File: src/rtl/sevenseg_frame_reader_if.sv
// sevenseg_frame_reader_if: serial segment stream in, decoded frame out
//   seg_bit/seg_valid/frame_start: serial pattern bits, MSB (g) first, frame_start on the first bit
//   value/err_mask: last completed frame, first digit in the top nibble / top bit
//   done/aborted: one-cycle pulses for a completed / discarded frame; busy: frame in progress
interface sevenseg_frame_reader_if #(parameter int DIGITS = 4);
    logic                  seg_bit;
    logic                  seg_valid;
    logic                  frame_start;
    logic [4*DIGITS-1:0]   value;
    logic [DIGITS-1:0]     err_mask;
    logic                  done;
    logic                  busy;
    logic                  aborted;
    modport master (output seg_bit, seg_valid, frame_start, input value, err_mask, done, busy, aborted);
    modport slave (input seg_bit, seg_valid, frame_start, output value, err_mask, done, busy, aborted);
endinterface

File: src/rtl/sevenseg_frame_reader.sv
// sevenseg_frame_reader: decodes a serial stream of 7-bit segment patterns into a DIGITS-nibble value
//   clk/rst: clock, asynchronous active-high reset
//   bus (slave): serial input bits and the decoded frame outputs, see sevenseg_frame_reader_if
module sevenseg_frame_reader #(
    parameter int DIGITS  = 4,
    parameter int TIMEOUT = 64
) (
    input  logic clk,
    input  logic rst,
    sevenseg_frame_reader_if.slave bus
);
    localparam int DW = DIGITS > 1 ? $clog2(DIGITS) : 1;
    localparam int TW = $clog2(TIMEOUT + 1);
    localparam logic [1:0] IDLE = 2'd0, SHIFT = 2'd1, DONE = 2'd2;
    logic [1:0]          state;
    logic [5:0]          sr;
    logic [2:0]          bcnt;
    logic [DW-1:0]       dcnt;
    logic [TW-1:0]       idle;
    logic [4*DIGITS-1:0] wval, value_r, nval;
    logic [DIGITS-1:0]   werr, err_r, nerr;
    logic [6:0]          pat;
    logic [3:0]          nib;
    logic                bad, start, shift_in, timeout;
    // the bit on the wire completes the pattern when bcnt==6
    assign pat      = {sr, bus.seg_bit};
    // a frame_start bit is a (re)start in every state; in SHIFT it discards the partial frame
    assign start    = bus.seg_valid && bus.frame_start;
    assign shift_in = state == SHIFT && bus.seg_valid && !bus.frame_start;
    assign timeout  = state == SHIFT && !bus.seg_valid && idle == TW'(TIMEOUT - 1);
    always_comb begin
        nib = 4'h0;
        bad = 1'b0;
        case (pat)
            7'h3F: nib = 4'h0;
            7'h06: nib = 4'h1;
            7'h5B: nib = 4'h2;
            7'h4F: nib = 4'h3;
            7'h66: nib = 4'h4;
            7'h6D: nib = 4'h5;
            7'h7D: nib = 4'h6;
            7'h07: nib = 4'h7;
            7'h7F: nib = 4'h8;
            7'h6F: nib = 4'h9;
            7'h77: nib = 4'hA;
            7'h7C: nib = 4'hB;
            7'h39: nib = 4'hC;
            7'h5E: nib = 4'hD;
            7'h79: nib = 4'hE;
            7'h71: nib = 4'hF;
            default: bad = 1'b1;
        endcase
    end
    // digit d of the frame lands in nibble DIGITS-1-d so the first digit ends up on top
    always_comb begin
        nval = wval;
        nerr = werr;
        for (int i = 0; i < DIGITS; i++)
            if (dcnt == DW'(DIGITS - 1 - i)) begin
                nval[4*i +: 4] = nib;
                nerr[i]        = bad;
            end
    end
    always_ff @(posedge clk or posedge rst) begin
        if (rst) begin
            state   <= IDLE;
            sr      <= '0;
            bcnt    <= '0;
            dcnt    <= '0;
            idle    <= '0;
            wval    <= '0;
            werr    <= '0;
            value_r <= '0;
            err_r   <= '0;
        end else if (start) begin
            state <= SHIFT;
            sr    <= {5'b0, bus.seg_bit};
            bcnt  <= 3'd1;
            dcnt  <= '0;
            idle  <= '0;
            wval  <= '0;
            werr  <= '0;
        end else if (shift_in) begin
            sr   <= {sr[4:0], bus.seg_bit};
            idle <= '0;
            if (bcnt == 3'd6) begin
                bcnt <= '0;
                wval <= nval;
                werr <= nerr;
                if (dcnt == DW'(DIGITS - 1)) begin
                    dcnt    <= '0;
                    state   <= DONE;
                    value_r <= nval;
                    err_r   <= nerr;
                end else begin
                    dcnt <= dcnt + 1'b1;
                end
            end else begin
                bcnt <= bcnt + 3'd1;
            end
        end else if (state == SHIFT && !bus.seg_valid) begin
            idle  <= timeout ? '0 : idle + 1'b1;
            state <= timeout ? IDLE : SHIFT;
        end else if (state == DONE) begin
            state <= IDLE;
        end
    end
    assign bus.value    = value_r;
    assign bus.err_mask = err_r;
    assign bus.done     = state == DONE;
    assign bus.busy     = state == SHIFT;
    assign bus.aborted  = (state == SHIFT && start) || timeout;
endmodule

File: src/flat_wrapper.sv
// flat-port wrapper written by rule: the top's interface ports become plain ports
module sevenseg_frame_reader_flat 
#(
    parameter int DIGITS  = 4,
    parameter int TIMEOUT = 64
)
  (clk, rst, bus_seg_bit, bus_seg_valid, bus_frame_start, bus_value, bus_err_mask, bus_done, bus_busy, bus_aborted);
  sevenseg_frame_reader_if #(.DIGITS(DIGITS)) bus_i ();
  input  logic clk;
  input  logic rst;
  input wire logic [$bits(bus_i.seg_bit)-1:0] bus_seg_bit;
  input wire logic [$bits(bus_i.seg_valid)-1:0] bus_seg_valid;
  input wire logic [$bits(bus_i.frame_start)-1:0] bus_frame_start;
  output wire logic [$bits(bus_i.value)-1:0] bus_value;
  output wire logic [$bits(bus_i.err_mask)-1:0] bus_err_mask;
  output wire logic [$bits(bus_i.done)-1:0] bus_done;
  output wire logic [$bits(bus_i.busy)-1:0] bus_busy;
  output wire logic [$bits(bus_i.aborted)-1:0] bus_aborted;
  assign bus_i.seg_bit = bus_seg_bit;
  assign bus_i.seg_valid = bus_seg_valid;
  assign bus_i.frame_start = bus_frame_start;
  assign bus_value = bus_i.value;
  assign bus_err_mask = bus_i.err_mask;
  assign bus_done = bus_i.done;
  assign bus_busy = bus_i.busy;
  assign bus_aborted = bus_i.aborted;
  sevenseg_frame_reader #(.DIGITS(DIGITS), .TIMEOUT(TIMEOUT)) u_core (.clk(clk), .rst(rst), .bus(bus_i));
endmodule
File: config.mk
export PLATFORM = sky130hd
export DESIGN_NAME = sevenseg_frame_reader_flat
export DESIGN_NICKNAME = d
export VERILOG_FILES = /design/src/rtl/sevenseg_frame_reader_if.sv /design/src/rtl/sevenseg_frame_reader.sv /design/src/flat_wrapper.sv
export SDC_FILE = /design/constraint.sdc
export NUM_CORES = 1
export LEC_CHECK = 0
export CAP_MARGIN = 10
export CORE_MARGIN = 1
export CORE_UTILIZATION = 40
export DETAILED_ROUTE_END_ITERATION = 7
export PLACE_DENSITY = 0.59
export SETUP_SLACK_MARGIN = 0.4
export SLEW_MARGIN = 15
export SYNTH_ARGS = -nofsm -noshare
export SYNTH_HDL_FRONTEND = slang
export SYNTH_SLANG_ARGS = --single-unit
File: constraint.sdc
create_clock -name clk -period 2.9 [get_ports clk]
set_input_delay 0.58 -clock clk [delete_from_list [all_inputs] [get_ports clk]]
set_output_delay 0.58 -clock clk [all_outputs]
set_load 0.05 [all_outputs]
==> results of run 1 <==
Yosys cell counts (3+ instances only):
| library cell | n |
|---|---|
| mux2i_1 | 5 |
| nand4_1 | 6 |
| nor2_1 | 14 |
| a311oi_1 | 3 |
| buf_2 | 9 |
| nor3_1 | 5 |
| a21o_1 | 3 |
| nor2b_1 | 5 |
| nand3b_1 | 10 |
| a32o_1 | 3 |
| ha_1 | 5 |
| nand2_1 | 33 |
| xnor2_1 | 5 |
| a22o_1 | 5 |
| buf_6 | 4 |
| o31ai_1 | 6 |
| o21ai_0 | 17 |
| o211ai_1 | 6 |
| and3_1 | 3 |
| a21oi_1 | 5 |
| o2bb2ai_1 | 12 |
| o211ai_2 | 3 |
| nand3_1 | 5 |
| clkbuf_1 | 8 |
| dfrtp_1 | 55 |
| and2_1 | 3 |
| inv_1 | 7 |
area by class of cell:
type | instances | area (um2) | area share
tap | 96 | 120 | 0.0354
clock inverter | 2 | 12.5 | 0.00369
multi-input combinational | 202 | 1400 | 0.411
timing repair buffer | 39 | 383 | 0.113
sequential | 55 | 1380 | 0.406
clock buffer | 6 | 72.6 | 0.0214
inverter | 8 | 32.5 | 0.00959
placed cells by master, fill, tap and decap left out, types with 10 or more instances in the layout:
| master | n |
|---|---|
| buf_4 | 11 |
| clkdlybuf4s50_1 | 23 |
| dfrtp_1 | 55 |
| nand2_1 | 32 |
| nand3b_1 | 10 |
| nor2_1 | 14 |
| o21ai_0 | 17 |
| o2bb2ai_1 | 12 |
state kept, by name, summed over array words and instances, names as in the netlist:
register	flops
u_core.werr	3
u_core.idle	7
u_core.wval	12
u_core.dcnt	2
u_core.sr	6
u_core.state	2
u_core.bcnt	3
u_core.bus.value	16
u_core.bus.err_mask	4
final timing paths:
path / slack [ns] / end
worst max-delay path: 0.51 / bus_busy
worst min-delay path: 0.49 / u_core.bus.value[11]$_DFFE_PP0P_
worst max register to register: 0.85 / u_core.wval[7]$_DFFE_PP0P_
worst min register to register: 0.49 / u_core.bus.value[11]$_DFFE_PP0P_
max in group asynchronous: 2.03 / u_core.idle[0]$_DFFE_PP0P_
min in group asynchronous: 0.62 / u_core.wval[7]$_DFFE_PP0P_
per-layer routing:
metal  GRT usage  vias up  wire length (um)
met1       0.253     1101              3070
met5           0        -                 0
li1            -     1105                 -
met3      0.0283       12               198
met4      0.0879        0               167
met2       0.279       50              2800
metrics by stage:
step	setup slack, ns	util	hold WS (ns)
floorplan	0.575	-	0.449
global placement	0.257	0.473	0.459
detailed placement	0.169	0.473	0.466
CTS	0.413	0.486	0.489
global route	0.414	0.488	0.508
finish	0.514	0.488	0.486
report_power, final:
group | total (uW) | switching, uW | internal [uW]
clock | 427 | 257 | 170
combinational | 252 | 148 | 104
sequential | 850 | 52.8 | 798
logic make-up (layout without fill, tap and decap cells):
family,Yosys count,count (layout),share of synthesized area
and+or+nand+nor,104,104,0.204
DFF,55,55,0.470
buffers and inverters,31,55,0.0572
adders and majority gates,5,5,0.0213
AOI/OAI and AO/OA,81,81,0.209
muxes,6,6,0.0209
xor gates and xnor gates,6,6,0.0179
worst reg2reg max path, stage by stage (launching register included):
cell	delay [ns]
dfrtp_1	0.42
nand2b_1	0.34
inv_4	0.19
o21ai_1	0.10
buf_4	0.19
or3_1	0.48
a32o_1	0.24
repair_timing:
| item | in CTS | in global routing |
|---|---|---|
| buffers inserted | 1 | 1 |
| setup endpoints to repair | 2 | 5 |
| pin swaps | 1 | 0 |
| gates resized for setup | 3 | 3 |
==> results.py, run 1 <==
metrics = {
    "die": {
        "boundaryPins": 28,
        "rows": 30,
        "fp.dieW_um": 87.6,
        "fp.coreArea_um2": 6940,
        "start_util": 0.422,
        "die_y_um": 87.6,
        "dieArea_um2": 7670,
    },
    "worst_setup_path": {
        "crit_type": "register to output pin",
        "max_stage_delay_ns": 0.54,
        "cp_max_fo": 10,
        "cp.required_ns": 2.32,
        "crit_family": "buffers and inverters",
        "path_depth": 3,
        "cp_cell_sequence": "nand2b_1 -> inv_4 -> dlygate4sd2_1",
        "crit_path_top_delay_cell": "dlygate4sd2_1",
        "crit_path_end_kind": "output pin",
        "worstSetupStartpointType": "register",
        "crit_buf_inv": 2,
        "cp.arrival_ns": 1.81,
        "cp-startpoint": "u_core.state[1]$_DFFE_PP0P_",
        "reg2reg_depth": 6,
        "worstReg2RegStart": "u_core.state[1]$_DFFE_PP0P_",
    },
    "synthesis": {
        "synth_nets": 298,
        "synth_edf_count": 0,
        "synth_top_area_frac": 0.470,
        "synth-seq-cells": 55,
        "synth_ff_type": "dfrtp_1",
        "ys_top_cells_by_area": "dfrtp_1 47%, nand2_1 4.2%, o2bb2ai_1 3.6%",
        "syn_area_um2": 2930,
        "synth-async-reset-ratio": 1.00,
        "syn_avg_cell_area_um2": 10.2,
        "syn_inst": 288,
        "ys_warn_count": 0,
        "yosysSeqAreaShare": 0.470,
        "yosysTopAreaCell": "dfrtp_1",
        "synth.distinct_cells": 60,
    },
    "layout": {
        "final_nets": 321,
        "final_cell_area_um2": 3390,
        "antenna_cells": 0,
        "areaGrowthSynthToFinish_pct": 15.8,
        "instances_no_fill": 408,
        "n_fill_cell": 663,
        "drive_above_1_share": 0.119,
    },
    "pwr": {
        "ir_drop_mv": 0.184,
        "cellLeakagePower_uw": 0.00143,
        "cellPowerDensity_nw_per_um2": 451,
        "power.total_uw": 1530,
    },
    "run_status": {
        "status": "completed",
    },
    "global_route": {
        "antenna_found_initial": 0,
        "grt_remaining_overflow": 0,
        "grt_pass1_wl_um": 10800,
        "grt_pass1_vias": 2209,
        "grtUsageTotal": 0.182,
        "grt_max_degree": 56,
    },
    "cts": {
        "cts_hold_buf": 0,
        "worst_skew_pair.late_latency_ns": 0.32,
        "cts_tree": "yes",
        "htree_levels": 2,
        "clkTransAtPathRegs_ns": 0.10,
        "cts_root_buf": "clkbuf_8",
        "cts_inserted_buffers": 5,
        "cts.sinks": 55,
        "cts_buffer_depth": 2,
    },
    "timing": {
        "slew_violations": 0,
        "skew_ns": 0.0134,
        "min_period_over_period": 0.823,
        "setup_viol": 0,
        "fmax_ghz": 0.419,
        "worstMarginPinSlew_ns": 0.605,
        "fin_crit_ns": 2.39,
        "relSlewSlack": 0.596,
        "setup_tns_ns": 0,
        "hold_violations": 0,
        "rsz0062_at_grt": "false",
    },
    "detailed_routing": {
        "avgRoutedWirePerCell_um": 15.3,
        "vias": 2268,
        "first_pass_iters": 4,
        "drt_iter0_markers": 149,
        "drc": 0,
        "ant_nets": 0,
        "wl_um": 6240,
        "vias_per_cell": 5.56,
    },
    "hold_path": {
        "min_from": "u_core.bus.value[11]$_DFFE_PP0P_",
        "hold_depth": 1,
        "hold_path.class": "register to register",
    },
    "run": {
        "cap_violations": 0,
    },
    "placement": {
        "placed_cells": 398,
        "gp_congestion": 0.741,
        "hpwl_um": 4200,
        "port_buffers": 27,
        "placed_cell_area_um2": 3280,
    },
}
No activity file was read; power rests on OpenSTA's default activity.
==> run 2: changes to the inputs <==
Settings changed: PLACE_DENSITY 0.59 to 0.61.
Clock period 2.9 ns to 2.1 ns, I/O delays scaled along.
==> run 2 against run 1 <==
Net effect: sequential share of layout area decreased by 7.0 points; critical path depth increased by 3; clock skew decreased by 0.0043 ns; final cell count increased by 13%; critical path type unchanged.
==> results.py, run 2 (same netlist as run 1, synthesis figures left out) <==
metrics = {
    "timing": {
        "hold_violations": 0,
        "worstMarginPinSlew_ns": 0.494,
        "setup_tns_ns": 0,
        "fmax_ghz": 0.493,
        "fin_crit_ns": 2.03,
        "hold_ws_ns": 0.480,
        "skew_ns": 0.00902,
        "setup_viol": 0,
        "relSlewSlack": 0.672,
        "slew_violations": 0,
        "min_period_over_period": 0.966,
        "rsz0062_at_grt": "true",
    },
    "pwr": {
        "p_comb_frac": 0.224,
        "p_seq_frac": 0.489,
        "clkPwrFrac": 0.287,
        "power.switching_uw": 692,
        "ir_drop_mv": 0.296,
        "intPower_uw": 1710,
        "p_sw_frac": 0.288,
        "cellPowerDensity_nw_per_um2": 582,
        "cellLeakagePower_uw": 0.00184,
    },
    "cts": {
        "cts_buffer_depth": 2,
        "worst_skew_pair.late_latency_ns": 0.31,
        "cts_tree": "yes",
        "cts_inserted_buffers": 5,
        "htree_levels": 2,
        "cts_hold_buf": 0,
        "cts_root_buf": "clkbuf_8",
        "cts.sinks": 55,
        "clkTransAtPathRegs_ns": 0.10,
    },
    "die": {
        "fp.dieW_um": 87.6,
        "start_util": 0.422,
        "boundaryPins": 28,
        "fp.coreArea_um2": 6940,
        "dieArea_um2": 7670,
        "rows": 30,
        "die_y_um": 87.6,
    },
    "layout": {
        "final_nets": 373,
        "antenna_cells": 0,
        "final_common_cell": "buf_4",
        "layout_common_cells": "55 x buf_4, 47 x dfrtp_1, 29 x nand2_1",
        "drive_above_1_share": 0.375,
        "n_fill_cell": 585,
        "largest_reg_flops": 16,
        "areaGrowthSynthToFinish_pct": 40.9,
    },
    "worst_setup_path": {
        "cp_max_fo": 2,
        "worstSetupStartpointType": "register",
        "crit_path_end_kind": "output pin",
        "cp.arrival_ns": 1.61,
        "crit_type": "register to output pin",
        "cp.required_ns": 1.68,
    },
    "global_route": {
        "grt_pass1_wl_um": 11300,
        "grt_pass1_vias": 2396,
        "antenna_found_initial": 0,
        "grtUsageTotal": 0.186,
        "grt_remaining_overflow": 0,
        "grt_max_degree": 56,
    },
    "detailed_routing": {
        "drc": 0,
        "vias": 2504,
        "first_pass_iters": 4,
        "ant_nets": 0,
        "avgRoutedWirePerCell_um": 15.2,
        "drt_iter0_markers": 121,
        "vias_per_cell": 5.46,
        "wl_um": 6980,
    },
    "hold_path": {
        "hold_path.class": "register to register",
    },
    "placement": {
        "gp_congestion": 0.764,
        "port_buffers": 27,
        "hpwl_um": 4470,
    },
    "run_status": {
        "status": "completed",
    },
    "run": {
        "cap_violations": 0,
    },
}
==> run 2: cell types whose count changed in the layout (fill, tap and decap cells not counted), sizes merged <==
cell           delta
buf              +54
clkdlybuf4s50    -22
dlygate4sd2      +18
clkdlybuf4s15     +2
inv               -2
bufinv            +1
clkbuf            +1
dlymetal6s2s      -1
==> run 2: final timing paths <==
path	from	endpoint	slack (ns)	depth (start not counted)
max	u_core.idle[0]$_DFFE_PP0P_	bus_aborted	0.07	6
max reg2reg	u_core.sr[3]$_DFFE_PP0P_	u_core.bus.err_mask[2]$_DFFE_PP0P_	0.36	5
min reg2reg	u_core.bus.value[11]$_DFFE_PP0P_	u_core.bus.value[11]$_DFFE_PP0P_	0.48	1
min	u_core.bus.value[11]$_DFFE_PP0P_	u_core.bus.value[11]$_DFFE_PP0P_	0.48	1
max in group asynchronous	rst	u_core.dcnt[1]$_DFFE_PP0P_	1.28	3
min in group asynchronous	rst	u_core.bus.value[0]$_DFFE_PP0P_	0.52	3
==> run 2: repair_timing <==
action	4_1_cts	5_1_grt
setup endpoints to repair	58	38
cloned	0	0
pin swaps	6	20
resized for setup	46	52
setup buffers	10	16
==> run 2: stage by stage <==
step	utilization	cell area, um2	setup slack, ns	power [uW]	std cells
after CTS	0.545	3780	0.0675	2300	443
after global placement	0.510	3540	-0.324	1580	426
final	0.594	4130	0.0707	2400	459
after floorplan	-	2960	0.295	1460	288
after global routing	0.594	4130	-0.0121	2510	459
after detailed placement	0.510	3540	-0.412	1580	426
==> run 2: power groups by stage <==
| stage | Combinational (uW) | Sequential, uW | Clock [uW] |
|---|---|---|---|
| global route | 588 | 1180 | 740 |
| global placement | 391 | 1190 | 0 |
| floorplan | 297 | 1160 | 0 |
| finish | 539 | 1170 | 690 |
| CTS | 440 | 1160 | 699 |
| detailed placement | 396 | 1190 | 0 |
==> run 2: worst max-delay path, cell delays in order, from the launching register on <==
cell	delay, ns
dfrtp_1	0.38
ha_2	0.18
and3_4	0.19
nand4_1	0.09
o21a_1	0.21
nor2_4	0.11
buf_12	0.14
==> run 2: area by class of cell <==
type,instances,area [um2],share of cell area
sequential,55,1390,0.336
timing repair buffer,91,795,0.192
inverter,8,38.8,0.00940
multi-input combinational,202,1690,0.408
clock inverter,1,30.0,0.00727
clock buffer,6,72.6,0.0176
tap,96,120,0.0291
==> run 2: layer usage <==
metal / routed length, um / up-vias / share of wire / GRT usage
met5: 0 / - / 0 / 0
met4: 54 / 0 / 0.0077 / 0.0313
met3: 216 / 4 / 0.031 / 0.0302
met2: 3440 / 43 / 0.49 / 0.320
met1: 3280 / 1241 / 0.47 / 0.251
li1: - / 1216 / - / -
